<file path="src/rtl/mips_cpu_bus_master.sv">
// Bus master that turns MIPS core load/store requests into Avalon-MM transfers.
// Handles lane steering, load extension, alignment errors and a waitrequest timeout.
module mips_cpu_bus_master #(
  parameter int DATA_W  = 32,
  parameter int TIMEOUT = 255
) (
  input  logic                clk,
  input  logic                reset,
  input  logic                req_valid,
  output logic                req_ready,
  input  logic                req_write,
  input  logic [1:0]          req_size,
  input  logic                req_signed,
  input  logic [31:0]         req_addr,
  input  logic [31:0]         req_wdata,
  output logic                rsp_valid,
  output logic [31:0]         rsp_rdata,
  output logic                rsp_err,
  output logic                busy,
  output logic [31:0]         mem_address,
  output logic                memread,
  output logic                memwrite,
  input  logic                waitrequest,
  output logic [DATA_W-1:0]   memwritedata,
  output logic [DATA_W/8-1:0] byteenable,
  input  logic [DATA_W-1:0]   memreaddata
);

  localparam int NB     = DATA_W / 8;
  localparam int LANE_W = $clog2(NB);
  localparam int CNT_W  = (TIMEOUT > 0) ? $clog2(TIMEOUT + 1) : 1;
  localparam logic [CNT_W-1:0] TO_LAST = CNT_W'((TIMEOUT > 0) ? TIMEOUT - 1 : 0);

  typedef enum logic [1:0] {
    IDLE = 2'd0,
    BUS  = 2'd1,
    DONE = 2'd2
  } state_t;

  function automatic logic is_aligned(input logic [1:0] size, input logic [1:0] a);
    case (size)
      2'd0:    return 1'b1;
      2'd1:    return (a[0] == 1'b0);
      2'd2:    return (a == 2'b00);
      default: return 1'b0;
    endcase
  endfunction

  function automatic logic [NB-1:0] lane_be(input logic [1:0] size, input logic [LANE_W-1:0] lane);
    logic [NB-1:0] base;
    case (size)
      2'd0:    base = NB'(4'h1);
      2'd1:    base = NB'(4'h3);
      2'd2:    base = NB'(4'hF);
      default: base = '0;
    endcase
    return base << lane;
  endfunction

  function automatic logic [DATA_W-1:0] lane_wdata(input logic [1:0] size,
                                                   input logic [LANE_W-1:0] lane,
                                                   input logic [31:0] wdata);
    logic [31:0] w;
    case (size)
      2'd0:    w = {24'h000000, wdata[7:0]};
      2'd1:    w = {16'h0000, wdata[15:0]};
      default: w = wdata;
    endcase
    return DATA_W'(w) << {lane, 3'b000};
  endfunction

  // Shift the addressed bytes down to bit 0, then zero- or sign-extend them.
  function automatic logic [31:0] load_extract(input logic [DATA_W-1:0] data,
                                               input logic [1:0] size,
                                               input logic sgn,
                                               input logic [LANE_W-1:0] lane);
    logic [DATA_W-1:0] sh;
    sh = data >> {lane, 3'b000};
    case (size)
      2'd0:    return {{24{sgn & sh[7]}}, sh[7:0]};
      2'd1:    return {{16{sgn & sh[15]}}, sh[15:0]};
      default: return sh[31:0];
    endcase
  endfunction

  state_t             state_q, state_d;
  logic [31:0]        addr_q, addr_d;
  logic [1:0]         size_q, size_d;
  logic               signed_q, signed_d;
  logic               write_q, write_d;
  logic [31:0]        wdata_q, wdata_d;
  logic [31:0]        rdata_q, rdata_d;
  logic               err_q, err_d;
  logic               ready_q, ready_d;
  logic [CNT_W-1:0]   cnt_q, cnt_d;
  logic               accept;
  logic               in_bus;
  logic [LANE_W-1:0]  lane;

  assign accept = req_valid & ready_q;
  assign in_bus = (state_q == BUS);
  assign lane   = addr_q[LANE_W-1:0];

  // Next-state, request capture, response formation and waitrequest timeout.
  always_comb begin
    state_d  = state_q;
    addr_d   = addr_q;
    size_d   = size_q;
    signed_d = signed_q;
    write_d  = write_q;
    wdata_d  = wdata_q;
    cnt_d    = cnt_q;
    rdata_d  = 32'h0000_0000;
    err_d    = 1'b0;
    case (state_q)
      IDLE: begin
        if (accept) begin
          addr_d   = req_addr;
          size_d   = req_size;
          signed_d = req_signed;
          write_d  = req_write;
          wdata_d  = req_wdata;
          cnt_d    = '0;
          if (is_aligned(req_size, req_addr[1:0])) begin
            state_d = BUS;
          end else begin
            state_d = DONE;
            err_d   = 1'b1;
          end
        end else begin
          state_d = IDLE;
        end
      end
      BUS: begin
        // A dropped waitrequest wins over a timeout expiring in the same cycle.
        if (!waitrequest) begin
          state_d = DONE;
          cnt_d   = '0;
          if (write_q) begin
            rdata_d = 32'h0000_0000;
          end else begin
            rdata_d = load_extract(memreaddata, size_q, signed_q, lane);
          end
        end else if ((TIMEOUT != 0) && (cnt_q == TO_LAST)) begin
          state_d = DONE;
          err_d   = 1'b1;
          cnt_d   = '0;
        end else if (TIMEOUT != 0) begin
          cnt_d = cnt_q + CNT_W'(1);
        end else begin
          cnt_d = cnt_q;
        end
      end
      DONE:    state_d = IDLE;
      default: state_d = IDLE;
    endcase
    ready_d = (state_d == IDLE);
  end

  // State and request registers; reset abandons any transfer in flight.
  always_ff @(posedge clk or negedge reset) begin
    if (!reset) begin
      state_q  <= IDLE;
      addr_q   <= 32'h0000_0000;
      size_q   <= 2'd0;
      signed_q <= 1'b0;
      write_q  <= 1'b0;
      wdata_q  <= 32'h0000_0000;
      rdata_q  <= 32'h0000_0000;
      err_q    <= 1'b0;
      ready_q  <= 1'b0;
      cnt_q    <= '0;
    end else begin
      state_q  <= state_d;
      addr_q   <= addr_d;
      size_q   <= size_d;
      signed_q <= signed_d;
      write_q  <= write_d;
      wdata_q  <= wdata_d;
      rdata_q  <= rdata_d;
      err_q    <= err_d;
      ready_q  <= ready_d;
      cnt_q    <= cnt_d;
    end
  end

  assign req_ready    = ready_q;
  assign busy         = (state_q != IDLE);
  assign rsp_valid    = (state_q == DONE);
  assign rsp_rdata    = rdata_q;
  assign rsp_err      = err_q;
  assign memread      = in_bus & ~write_q;
  assign memwrite     = in_bus & write_q;
  assign mem_address  = {addr_q[31:LANE_W], {LANE_W{1'b0}}};
  assign byteenable   = in_bus ? lane_be(size_q, lane) : '0;
  assign memwritedata = (in_bus & write_q) ? lane_wdata(size_q, lane, wdata_q) : '0;

endmodule

</file>
<file path="config.mk">
export PLATFORM = sky130hd
export DESIGN_NAME = mips_cpu_bus_master
export DESIGN_NICKNAME = d
export VERILOG_FILES = /design/src/rtl/mips_cpu_bus_master.sv
export SDC_FILE = /design/constraint.sdc
export NUM_CORES = 1
export LEC_CHECK = 0
export ABC_CLOCK_PERIOD_IN_PS = 5600
export BUFFER_PORTS_ARGS = -buffer_cell sky130_fd_sc_hd__buf_2
export CORE_MARGIN = 3
export CORE_UTILIZATION = 45
export CTS_BUF_LIST = sky130_fd_sc_hd__clkbuf_16
export DETAILED_ROUTE_END_ITERATION = 8
export HOLD_SLACK_MARGIN = 0.15
export PLACE_DENSITY_LB_ADDON = 0.1
export SLEW_MARGIN = 15
export SYNTH_ARGS = -nofsm -noshare
export SYNTH_HDL_FRONTEND = slang
export SYNTH_SLANG_ARGS = --single-unit
</file>
<file path="constraint.sdc">
create_clock -name clk -period 5.6 [get_ports clk]
set_clock_uncertainty 0.2 [all_clocks]
set_input_delay 0.28 -clock clk [delete_from_list [all_inputs] [get_ports clk]]
set_output_delay 0.28 -clock clk [all_outputs]
set_load 0.01 [all_outputs]
</file>
==> results of run 1 <==
[worst paths after layout]
check / to / slack, ns / cells after the start
min in group asynchronous: addr_q[18]$_DFFE_PN0P_ / 0.41 / 2
worst min-delay path: rsp_rdata[11]$_DFF_PN0_ / 0.16 / 4
worst max register to register: rsp_rdata[21]$_DFF_PN0_ / 2.71 / 4
worst min register to register: addr_q[17]$_DFFE_PN0P_ / 0.28 / 1
max in group asynchronous: addr_q[0]$_DFFE_PN0P_ / 3.72 / 3
worst max-delay path: memwritedata[21] / 2.39 / 5
[worst register-to-register path, stage by stage, from the launching register on]
cell       delay (ns)
dfrtp_2          1.03
nor2b_1          0.40
o2bb2ai_2        0.25
a311oi_4         0.70
nor3_1           0.14
[area by class of cell]
| cell class | instances | area [µm²] | area share |
|---|---|---|---|
| Inverter | 7 | 26.3 | 0.00343 |
| Clock buffer | 9 | 225 | 0.0294 |
| Timing Repair Buffer | 290 | 1860 | 0.243 |
| Sequential cell | 112 | 2810 | 0.366 |
| Clock inverter | 7 | 68.8 | 0.00897 |
| Multi-Input combinational cell | 333 | 2470 | 0.322 |
| Tap cell | 168 | 210 | 0.0274 |
[flip-flops by register name, indices dropped and copies added (netlist names)]
name,cells
size_q,2
write_q,1
addr_q,32
cnt_q,8
rsp_err,1
state_q,2
req_ready,1
rsp_rdata,32
wdata_q,32
signed_q,1
[metal layers]
| layer | track usage | part of all wire | vias up |
|---|---|---|---|
| met5 | 0 | 0 | - |
| met4 | 0.0746 | 0.017 | 0 |
| met3 | 0.0397 | 0.054 | 20 |
| met2 | 0.370 | 0.49 | 174 |
| met1 | 0.283 | 0.44 | 2330 |
| li1 | - | - | 2286 |
[cells in the final DEF, fill, tap and decap left out, drive strengths merged, types with 4 or more instances in the layout]
master / netlist / routed
o2bb2ai: 8 / 8
nand2: 11 / 11
dfrtp: 112 / 112
clkbuf: 13 / 9
nor2b: 18 / 18
nor2: 52 / 52
o22ai: 9 / 9
ha: 6 / 6
inv: 7 / 12
dlygate4sd3: 0 / 80
a221oi: 8 / 8
a21oi: 31 / 31
nand3b: 4 / 4
nor3: 20 / 20
a22oi: 8 / 8
nand2b: 5 / 5
and2: 9 / 9
mux2i: 25 / 25
buf: 53 / 210
o21ai: 6 / 6
a211oi: 14 / 14
or2: 4 / 4
nand3: 5 / 5
mux2: 66 / 66
[Yosys cell counts, types with 2 or more instances]
cell type / count
a211oi_1: 14
a21oi_1: 31
a221oi_1: 8
a22o_1: 3
a22oi_1: 8
a31oi_1: 3
a41oi_1: 2
and2_1: 8
buf_2: 18
buf_4: 32
buf_6: 2
clkbuf_1: 13
dfrtp_1: 112
ha_1: 6
inv_1: 7
mux2_1: 6
mux2_2: 60
mux2i_1: 24
nand2_1: 11
nand2b_1: 5
nand3_1: 5
nand3b_1: 4
nor2_1: 51
nor2b_1: 18
nor3_1: 20
o21ai_0: 6
o22ai_1: 8
o2bb2ai_1: 7
or2_2: 4
[what timing repair did]
item                                    in CTS  in global routing
endpoints found under the setup margin       0                  0
hold endpoints to repair                   152                  0
hold buffers                                80                  0
[through the flow]
stage	instance area (µm²)	utilization	hold WS, ns	setup slack [ns]	instances
after detailed placement	6580	0.538	0.270	2.72	830
after CTS	7670	0.628	0.150	2.42	926
final	7670	0.628	0.155	2.39	926
after global placement	6580	0.538	0.260	2.83	830
after global routing	7670	0.628	0.163	2.26	926
after floorplan	5710	-	-0.216	3.49	518
[kinds of logic (layout without fill, tap and decap cells)]
| kind of cell | Yosys count | count (layout) | synth area share |
|---|---|---|---|
| muxes | 91 | 91 | 0.176 |
| buffers and inverters | 73 | 313 | 0.0757 |
| other | 1 | 2 | 0.000658 |
| and+or+nand+nor | 134 | 134 | 0.118 |
| DFF | 112 | 112 | 0.491 |
| adders and majority gates | 6 | 6 | 0.0132 |
| xor gates and xnor gates | 1 | 1 | 0.00154 |
| AOI/OAI and AO/OA | 99 | 99 | 0.124 |
[report_power, final]
part	leakage [nW]	switching, mW	internal, mW
combinational	2.15	0.810	0.752
sequential	1.40	0.297	1.10
clock	0.145	0.321	0.315
==> flow_summary.json, run 1 <==
{
  "path_clk_slew_ns": 0.07,
  "drive_above_1_share": 0.392,
  "start_util": 0.467,
  "synth_top_cell_by_area": "dfrtp_1",
  "grt_max_degree": 74,
  "hp-start": "memreaddata[19]",
  "ys_seq_elements": 112,
  "grt_pass1_wl_um": 24900,
  "worst_pin_slew_ns": 1.08,
  "crit_path_end_kind": "primary output",
  "antenna_found_initial": 0,
  "fin_crit_sh": 0.574,
  "cellLeakagePower_nw": 3.70,
  "grt-ovfl-total": 0,
  "nNetsFinal": 863,
  "p_total_mw": 3.59,
  "synthDistinctLibCells": 50,
  "startpoint": "addr_q[0]$_DFFE_PN0P_",
  "grt_usage": 0.219,
  "rsz0062_at_grt": "no",
  "grt_pass1_vias": 4817,
  "path_cells": "buf_4 -> nor3_1 -> a221oi_1 -> nor2_1 -> buf_2",
  "slowest_stage": "nor3_1",
  "place.gp.congestion": 0.845,
  "fillers": 1031,
  "yosysTopAreaCellShare": 0.491,
  "crit_required_ns": 5.12,
  "synth.avg_cell_area_um2": 11.0,
  "cts.root.buffer_cell": "clkbuf_16",
  "ys.flop_type": "dfrtp_1",
  "cts_made_buffers": 9,
  "fp.coreArea_um2": 12200,
  "die_area_um2": 14100,
  "dpl.hpwl_um": 10900,
  "finalHoldViolCount": 0,
  "viasPerCell": 5.19,
  "cts_tree": "done",
  "io_buffers": 207,
  "peakVddDrop_uv": 224,
  "ys_warn_count": 0,
  "route.detailed.drc": 0,
  "syn_inst": 517,
  "worstPathMaxFanout": 41,
  "postRouteAntennaNets": 0,
  "die_w_um": 119,
  "ys_async_sr_fraction": 1.00,
  "ctsResizeCount": 0,
  "maxCapViolations": 0,
  "antennaDiodeCount": 0,
  "synthTopCellsByArea": "dfrtp_1 (49%), mux2_2 (12%), mux2i_1 (4.2%)",
  "period_needed_ns": 3.21,
  "pin_count": 210,
  "htreeDepth": 3,
  "die_h_um": 119,
  "finalMaxSlewViolations": 0,
  "setup_tns_ns": 0,
  "rows": 40,
  "path_buf_inv": 2,
  "postCtsSetupRepairBufs": 0,
  "worstSetupStartpointType": "flip-flop",
  "drt-pass1-iter-count": 4,
  "clock_latency_ns": 0.36,
  "crit_arrival_ns": 2.73,
  "wl_per_cell_um": 16.6,
  "seq_area_frac_synth": 0.491,
  "path_delay_family": "simple AND/OR/NAND/NOR gates",
  "synth_area_um2": 5700,
  "clock_path_buffers": 2,
  "synth-edff-count": 0,
  "status": "finished, final reports clean",
  "rr_startpoint": "addr_q[1]$_DFFE_PN0P_",
  "relSlewSlack": 0.279,
  "hold_path.class": "primary input to flip-flop",
  "via_count": 4810,
  "routed_wl_um": 15400,
  "setup_viol": 0,
  "first_iter_violations": 306,
  "cts_sinks": 112,
  "max_freq_mhz": 311,
  "cellPowerDensity_nw_per_um2": 468,
  "critical_path.max_stage_delay_ns": 0.86,
  "syn_to_final_growth_pct": 34.5,
  "worstSetupPathType": "flip-flop to primary output"
}
(Power assumes the default switching activity.)
==> run 2: changes to the inputs <==
--- a/config.mk
+++ b/config.mk
@@ -5,7 +5,8 @@
 export SDC_FILE = /design/constraint.sdc
 export NUM_CORES = 1
 export LEC_CHECK = 0
-export ABC_CLOCK_PERIOD_IN_PS = 5600
+export ABC_AREA = 1
+export ABC_CLOCK_PERIOD_IN_PS = 3100
 export BUFFER_PORTS_ARGS = -buffer_cell sky130_fd_sc_hd__buf_2
 export CORE_MARGIN = 3
 export CORE_UTILIZATION = 45
==> constraint.sdc (replaced) <==
create_clock -name clk -period 3.1 [get_ports clk]
set_clock_uncertainty 0.2 [all_clocks]
set_input_delay 0.155 -clock clk [delete_from_list [all_inputs] [get_ports clk]]
set_output_delay 0.155 -clock clk [all_outputs]
set_load 0.01 [all_outputs]
==> flow_summary.json, run 2 <==
{
  "cts_made_buffers": 9,
  "synth-xor-area-share": 0,
  "cellLeakagePower_nw": 4.78,
  "ys_async_sr_fraction": 1.00,
  "syn_inst": 815,
  "die_area_um2": 14700,
  "grt_pass1_wl_um": 28900,
  "setup_viol": 0,
  "drive_above_1_share": 0.230,
  "status": "finished, final reports clean",
  "worstPathMaxFanout": 41,
  "final_common_cell": "nand2_1",
  "route.detailed.drc": 0,
  "crit_path_end_kind": "flip-flop",
  "seq_power_share": 0.338,
  "first_iter_violations": 583,
  "wl_per_cell_um": 14.2,
  "top_usage_layer": "met2",
  "cts_tree": "done",
  "clock_latency_ns": 0.35,
  "p_sw_frac": 0.424,
  "grt-ovfl-total": 0,
  "crit_required_ns": 3.09,
  "synth_compound_area_frac": 0.0858,
  "pre_cts_ws_ns": 0.899,
  "fin_crit_sh": 0.931,
  "drt-pass1-iter-count": 6,
  "synth_area_um2": 5960,
  "grt_max_degree": 65,
  "worstSetupPathType": "flip-flop to flip-flop",
  "max_freq_mhz": 346,
  "rsz0062_at_grt": "no",
  "viasPerCell": 4.77,
  "grt_pass1_vias": 5794,
  "synthTopCellsByArea": "dfrtp_1 (47%), nand2_1 (23%), o21ai_0 (4.7%)",
  "combPwrFrac": 0.475,
  "synth_adder_area_share": 0.0126,
  "reg2regPathDepth": 7,
  "start_util": 0.467,
  "antennaDiodeCount": 0,
  "nNetsFinal": 1201,
  "worst_pin_slew_ns": 1.09,
  "syn_to_final_growth_pct": 40.9,
  "die_h_um": 121,
  "finalWorstSetupSlack_ns": 0.214,
  "synth_top_cell_by_area": "dfrtp_1",
  "grtUsageMet1": 0.351,
  "path_clk_slew_ns": 0.08,
  "yosysTopAreaCellShare": 0.470,
  "internal_power_mw": 3.90,
  "ys_seq_elements": 112,
  "antenna_found_initial": 0,
  "use_met3": 0.0420,
  "period_needed_ns": 2.89,
  "grt_usage": 0.246,
  "synth_top_family_by_area": "simple AND/OR/NAND/NOR gates",
  "finalMaxSlewViolations": 0,
  "hold_path.class": "primary input to flip-flop",
  "synth_common_cells": "nand2_1 (365), dfrtp_1 (112), inv_1 (59)",
  "cts.root.buffer_cell": "clkbuf_16",
  "relSlewSlack": 0.273,
  "htreeDepth": 3,
  "layout_common_cells": "nand2_1 (364), buf_2 (206), dlygate4sd3_1 (121)",
  "rows": 41,
  "cts_sinks": 112,
  "ys.flop_type": "dfrtp_1",
  "worstSetupStartpointType": "flip-flop",
  "peakVddDrop_uv": 405,
  "use_met2": 0.376,
  "die_w_um": 121,
  "holdPathStages": 6,
  "stdcell_area_um2": 8400,
  "setup_tns_ns": 0,
  "pin_count": 210,
  "synthSimpleGateAreaFrac": 0.312,
  "synthDistinctLibCells": 28,
  "power_frac_clock": 0.187,
  "synth.avg_cell_area_um2": 7.32,
  "place.gp.congestion": 0.890,
  "routed_wl_um": 18000,
  "finalHoldViolCount": 0,
  "postCtsSetupRepairBufs": 0,
  "switching_power_mw": 2.87,
  "maxCapViolations": 0,
  "synthMuxAreaShare": 0.00168,
  "dpl.hpwl_um": 11700,
  "io_buffers": 207,
  "fp.coreArea_um2": 12800,
  "dpl-instance-area_um2": 6870,
  "clock_path_buffers": 2,
  "seq_area_frac_synth": 0.470,
  "synth-edff-count": 0,
  "cellPowerDensity_nw_per_um2": 806,
  "ys_warn_count": 0,
  "crit_arrival_ns": 2.88,
  "yosysMostFrequentCell": "nand2_1",
  "via_count": 6043,
  "postRouteAntennaNets": 0
}
## run 2: changes by cell type after synthesis, sizes merged, moves of 24 or more
cell,delta
nand3,+44
o21ai,+53
nand2,+356
mux2i,-24
mux2,-66
inv,+56
## run 2: cell families after synthesis
family / after synthesis
AND/OR/NAND/NOR: 458
buffers and inverters: 138
flip-flops: 112
AO/OA/AOI/OAI: 99
adder cells (fa/ha/maj): 6
multiplexers: 1
other: 1
## run 2: repair_timing
item                                   in CTS  in global routing
resized for setup                           0                  1
setup endpoints to repair                   0                  3
endpoints found under the hold margin     157                  0
hold buffers                              121                  0
## run 2: metrics by stage
step	hold WS (ns)	utilization	cells	power, mW
floorplan	-0.341	-	816	4.53
global placement	0.0544	0.538	1131	5.15
finish	0.161	0.658	1268	6.77
CTS	0.168	0.658	1268	6.76
detailed placement	0.0525	0.538	1131	5.15
global route	0.229	0.658	1268	7.32
## run 2: final cells by class
cell class              instances  area, µm²
well taps                     172        215
flip-flops and latches        112       2800
fillers                      1135       4370
inverters                      63        236
clock buffers                   9        225
multi-input cells             566       2470
clock inverters                 7       97.6
repair buffers                339       2360
## run 2: metal layers
| metal | part of all wire | vias up |
|---|---|---|
| met2 | 0.46 | 254 |
| met4 | 0.027 | 0 |
| met3 | 0.067 | 39 |
| met1 | 0.45 | 2702 |
| li1 | - | 3048 |
| met5 | 0 | - |
## run 2: path summary, 6_finish.rpt
| check | start | to | slack, ns |
|---|---|---|---|
| setup / recovery | addr_q[1]$_DFFE_PN0P_ | rsp_rdata[0]$_DFF_PN0_ | 0.21 |
| hold / removal | req_valid | cnt_q[5]$_DFFE_PN0P_ | 0.16 |
| setup reg to reg | addr_q[1]$_DFFE_PN0P_ | rsp_rdata[0]$_DFF_PN0_ | 0.21 |
| hold reg to reg | addr_q[15]$_DFFE_PN0P_ | addr_q[15]$_DFFE_PN0P_ | 0.28 |
| max in group asynchronous | reset | wdata_q[30]$_DFFE_PN0P_ | 1.76 |
| min in group asynchronous | reset | rsp_rdata[25]$_DFF_PN0_ | 0.18 |
## run 2: power by group through the flow
| stage | clock network, mW | registers [mW] | logic (mW) |
|---|---|---|---|
| after floorplan | 0 | 2.21 | 2.32 |
| after global placement | 0 | 2.31 | 2.83 |
| after detailed placement | 0 | 2.30 | 2.85 |
| after CTS | 1.28 | 2.29 | 3.19 |
| after global routing | 1.34 | 2.36 | 3.62 |
| final | 1.26 | 2.29 | 3.22 |
## run 2: critical path: stages, from the launching register on
cell           delay, ns
dfrtp_1             0.55
inv_2               0.14
buf_4               0.38
nand3_1             0.13
dlygate4sd3_1       0.58
o21ai_0             0.09
dlygate4sd3_1       0.59
nor2_1              0.05
==> run 3: changes to the inputs <==
--- a/config.mk
+++ b/config.mk
@@ -5,7 +5,6 @@
 export SDC_FILE = /design/constraint.sdc
 export NUM_CORES = 1
 export LEC_CHECK = 0
-export ABC_AREA = 1
 export ABC_CLOCK_PERIOD_IN_PS = 3100
 export BUFFER_PORTS_ARGS = -buffer_cell sky130_fd_sc_hd__buf_2
 export CORE_MARGIN = 3
==> flow_summary.json, run 3 (synthesis results as in run 1) <==
{
  "cts_made_buffers": 9,
  "worstSetupStartpointType": "flip-flop",
  "grt_usage": 0.231,
  "path_cells": "buf_4 -> nor2b_1 -> a211oi_1 -> dlygate4sd3_1 -> a211oi_1 -> dlygate4sd3_1",
  "clock_latency_ns": 0.35,
  "rows": 40,
  "dpl-instance-area_um2": 6640,
  "setup_tns_ns": 0,
  "cts_sinks": 112,
  "nNetsFinal": 892,
  "drive_above_1_share": 0.382,
  "grt_pass1_wl_um": 26200,
  "path_clk_slew_ns": 0.07,
  "via_count": 4926,
  "status": "finished, final reports clean",
  "layout_common_cells": "buf_2 (206), dfrtp_1 (110), dlygate4sd3_1 (105)",
  "crit_arrival_ns": 2.98,
  "io_buffers": 207,
  "wl_per_cell_um": 16.7,
  "crit_path_end_kind": "flip-flop",
  "postLayoutCoreUtil": 0.659,
  "rsz0062_at_grt": "no",
  "cellLeakagePower_nw": 3.88,
  "stdcell_area_um2": 8050,
  "max_freq_mhz": 340,
  "place.gp.congestion": 0.832,
  "cellPowerDensity_nw_per_um2": 852,
  "setup_viol": 0,
  "postCtsSetupRepairBufs": 0,
  "grt-ovfl-total": 0,
  "hold_slack_ns": 0.165,
  "drt-pass1-iter-count": 4,
  "routed_wl_um": 16000,
  "hold_path.class": "primary input to flip-flop",
  "internal_power_mw": 4.26,
  "syn_to_final_growth_pct": 41.1,
  "grt_max_degree": 66,
  "postRouteAntennaNets": 0,
  "finalHoldViolCount": 0,
  "fp.coreArea_um2": 12200,
  "switching_power_mw": 2.59,
  "route.detailed.drc": 0,
  "finalMaxSlewViolations": 0,
  "worstSetupPathType": "flip-flop to flip-flop",
  "combPwrFrac": 0.442,
  "fin_crit_sh": 0.948,
  "pin_count": 210,
  "critical_path.max_stage_delay_ns": 0.66,
  "maxCapViolations": 0,
  "die_area_um2": 14100,
  "worstPathMaxFanout": 30,
  "power_frac_clock": 0.197,
  "final_common_cell": "buf_2",
  "multiInputGateArea_um2": 2470,
  "cts.root.buffer_cell": "clkbuf_16",
  "first_iter_violations": 367,
  "fillers": 1025,
  "die_h_um": 119,
  "worst_pin_slew_ns": 1.09,
  "clock_path_buffers": 2,
  "antennaDiodeCount": 0,
  "p_sw_frac": 0.378,
  "crit_required_ns": 3.14,
  "die_w_um": 119,
  "htreeDepth": 3,
  "peakVddDrop_uv": 451,
  "relSlewSlack": 0.277,
  "grt_pass1_vias": 5001,
  "final-seq-area_um2": 2810,
  "dpl.hpwl_um": 11000,
  "seq_power_share": 0.361,
  "antenna_found_initial": 0,
  "start_util": 0.467,
  "period_needed_ns": 2.94,
  "viasPerCell": 5.16,
  "slowest_stage": "dfrtp_2",
  "cts_tree": "done"
}
-- run 3: changes by cell type in the layout (fill, tap and decap cells not counted), moves of 16 or more --
cell / before / now
nand2_1: 364 / 11
mux2_2: 0 / 60
inv_1: 59 / 7
o21ai_0: 56 / 6
nand3_1: 44 / 5
nor2_1: 26 / 51
mux2i_1: 1 / 24
nor2b_1: 0 / 18
dlygate4sd3_1: 121 / 105
-- run 3: what timing repair did --
item | in CTS | in global routing
hold endpoints to repair | 169 | 0
hold buffers | 105 | 0
resized for setup | 0 | 1
setup endpoints to repair | 0 | 1
-- run 3: worst max-delay path, delay by kind of cell (launching register included) --
family                 cells  cell delay (ns)
AOI/OAI and AO/OA          2             0.26
DFF                        1             0.66
buffers and inverters      3             1.61
and+or+nand+nor            1             0.09
-- run 3: worst paths after layout --
kind,end,depth (start not counted),slack [ns],startpoint
min reg2reg,addr_q[17]$_DFFE_PN0P_,1,0.29,addr_q[17]$_DFFE_PN0P_
min in group asynchronous,addr_q[22]$_DFFE_PN0P_,2,0.24,reset
max reg2reg,rsp_rdata[4]$_DFF_PN0_,6,0.16,addr_q[1]$_DFFE_PN0P_
max,rsp_rdata[4]$_DFF_PN0_,6,0.16,addr_q[1]$_DFFE_PN0P_
min,rsp_rdata[3]$_DFF_PN0_,4,0.17,memreaddata[3]
max in group asynchronous,wdata_q[10]$_DFFE_PN0P_,3,1.69,reset
-- run 3: power by group through the flow --
stage	logic, mW	clock network, mW	registers (mW)
6_report	3.03	1.35	2.47
5_1_grt	3.32	1.45	2.56
4_1_cts	3.03	1.38	2.46
3_5_place_dp	2.87	0	2.49
3_3_place_gp	2.83	0	2.47
2_1_floorplan	2.48	0	2.28
-- run 3: final cells by class --
cell class / instances / share of cell area
well taps: 168 / 0.0261
clock buffers: 9 / 0.0280
flip-flops and latches: 112 / 0.349
inverters: 7 / 0.00327
clock inverters: 7 / 0.0155
repair buffers: 319 / 0.271
multi-input cells: 333 / 0.307
-- run 3: metrics by stage --
step	std cells	worst slack (ns)	power, mW
after floorplan	518	1.11	4.75
after global placement	834	0.722	5.30
after detailed placement	834	0.667	5.36
after CTS	955	0.104	6.88
after global routing	955	0.0307	7.33
final	955	0.162	6.85
-- run 3: layer usage --
| metal | vias up | global-route usage | routed length [µm] |
|---|---|---|---|
| li1 | 2335 | - | - |
| met1 | 2397 | 0.297 | 6970 |
| met2 | 171 | 0.395 | 7940 |
| met3 | 23 | 0.0383 | 779 |
| met4 | 0 | 0.0760 | 302 |
| met5 | - | 0 | 0 |
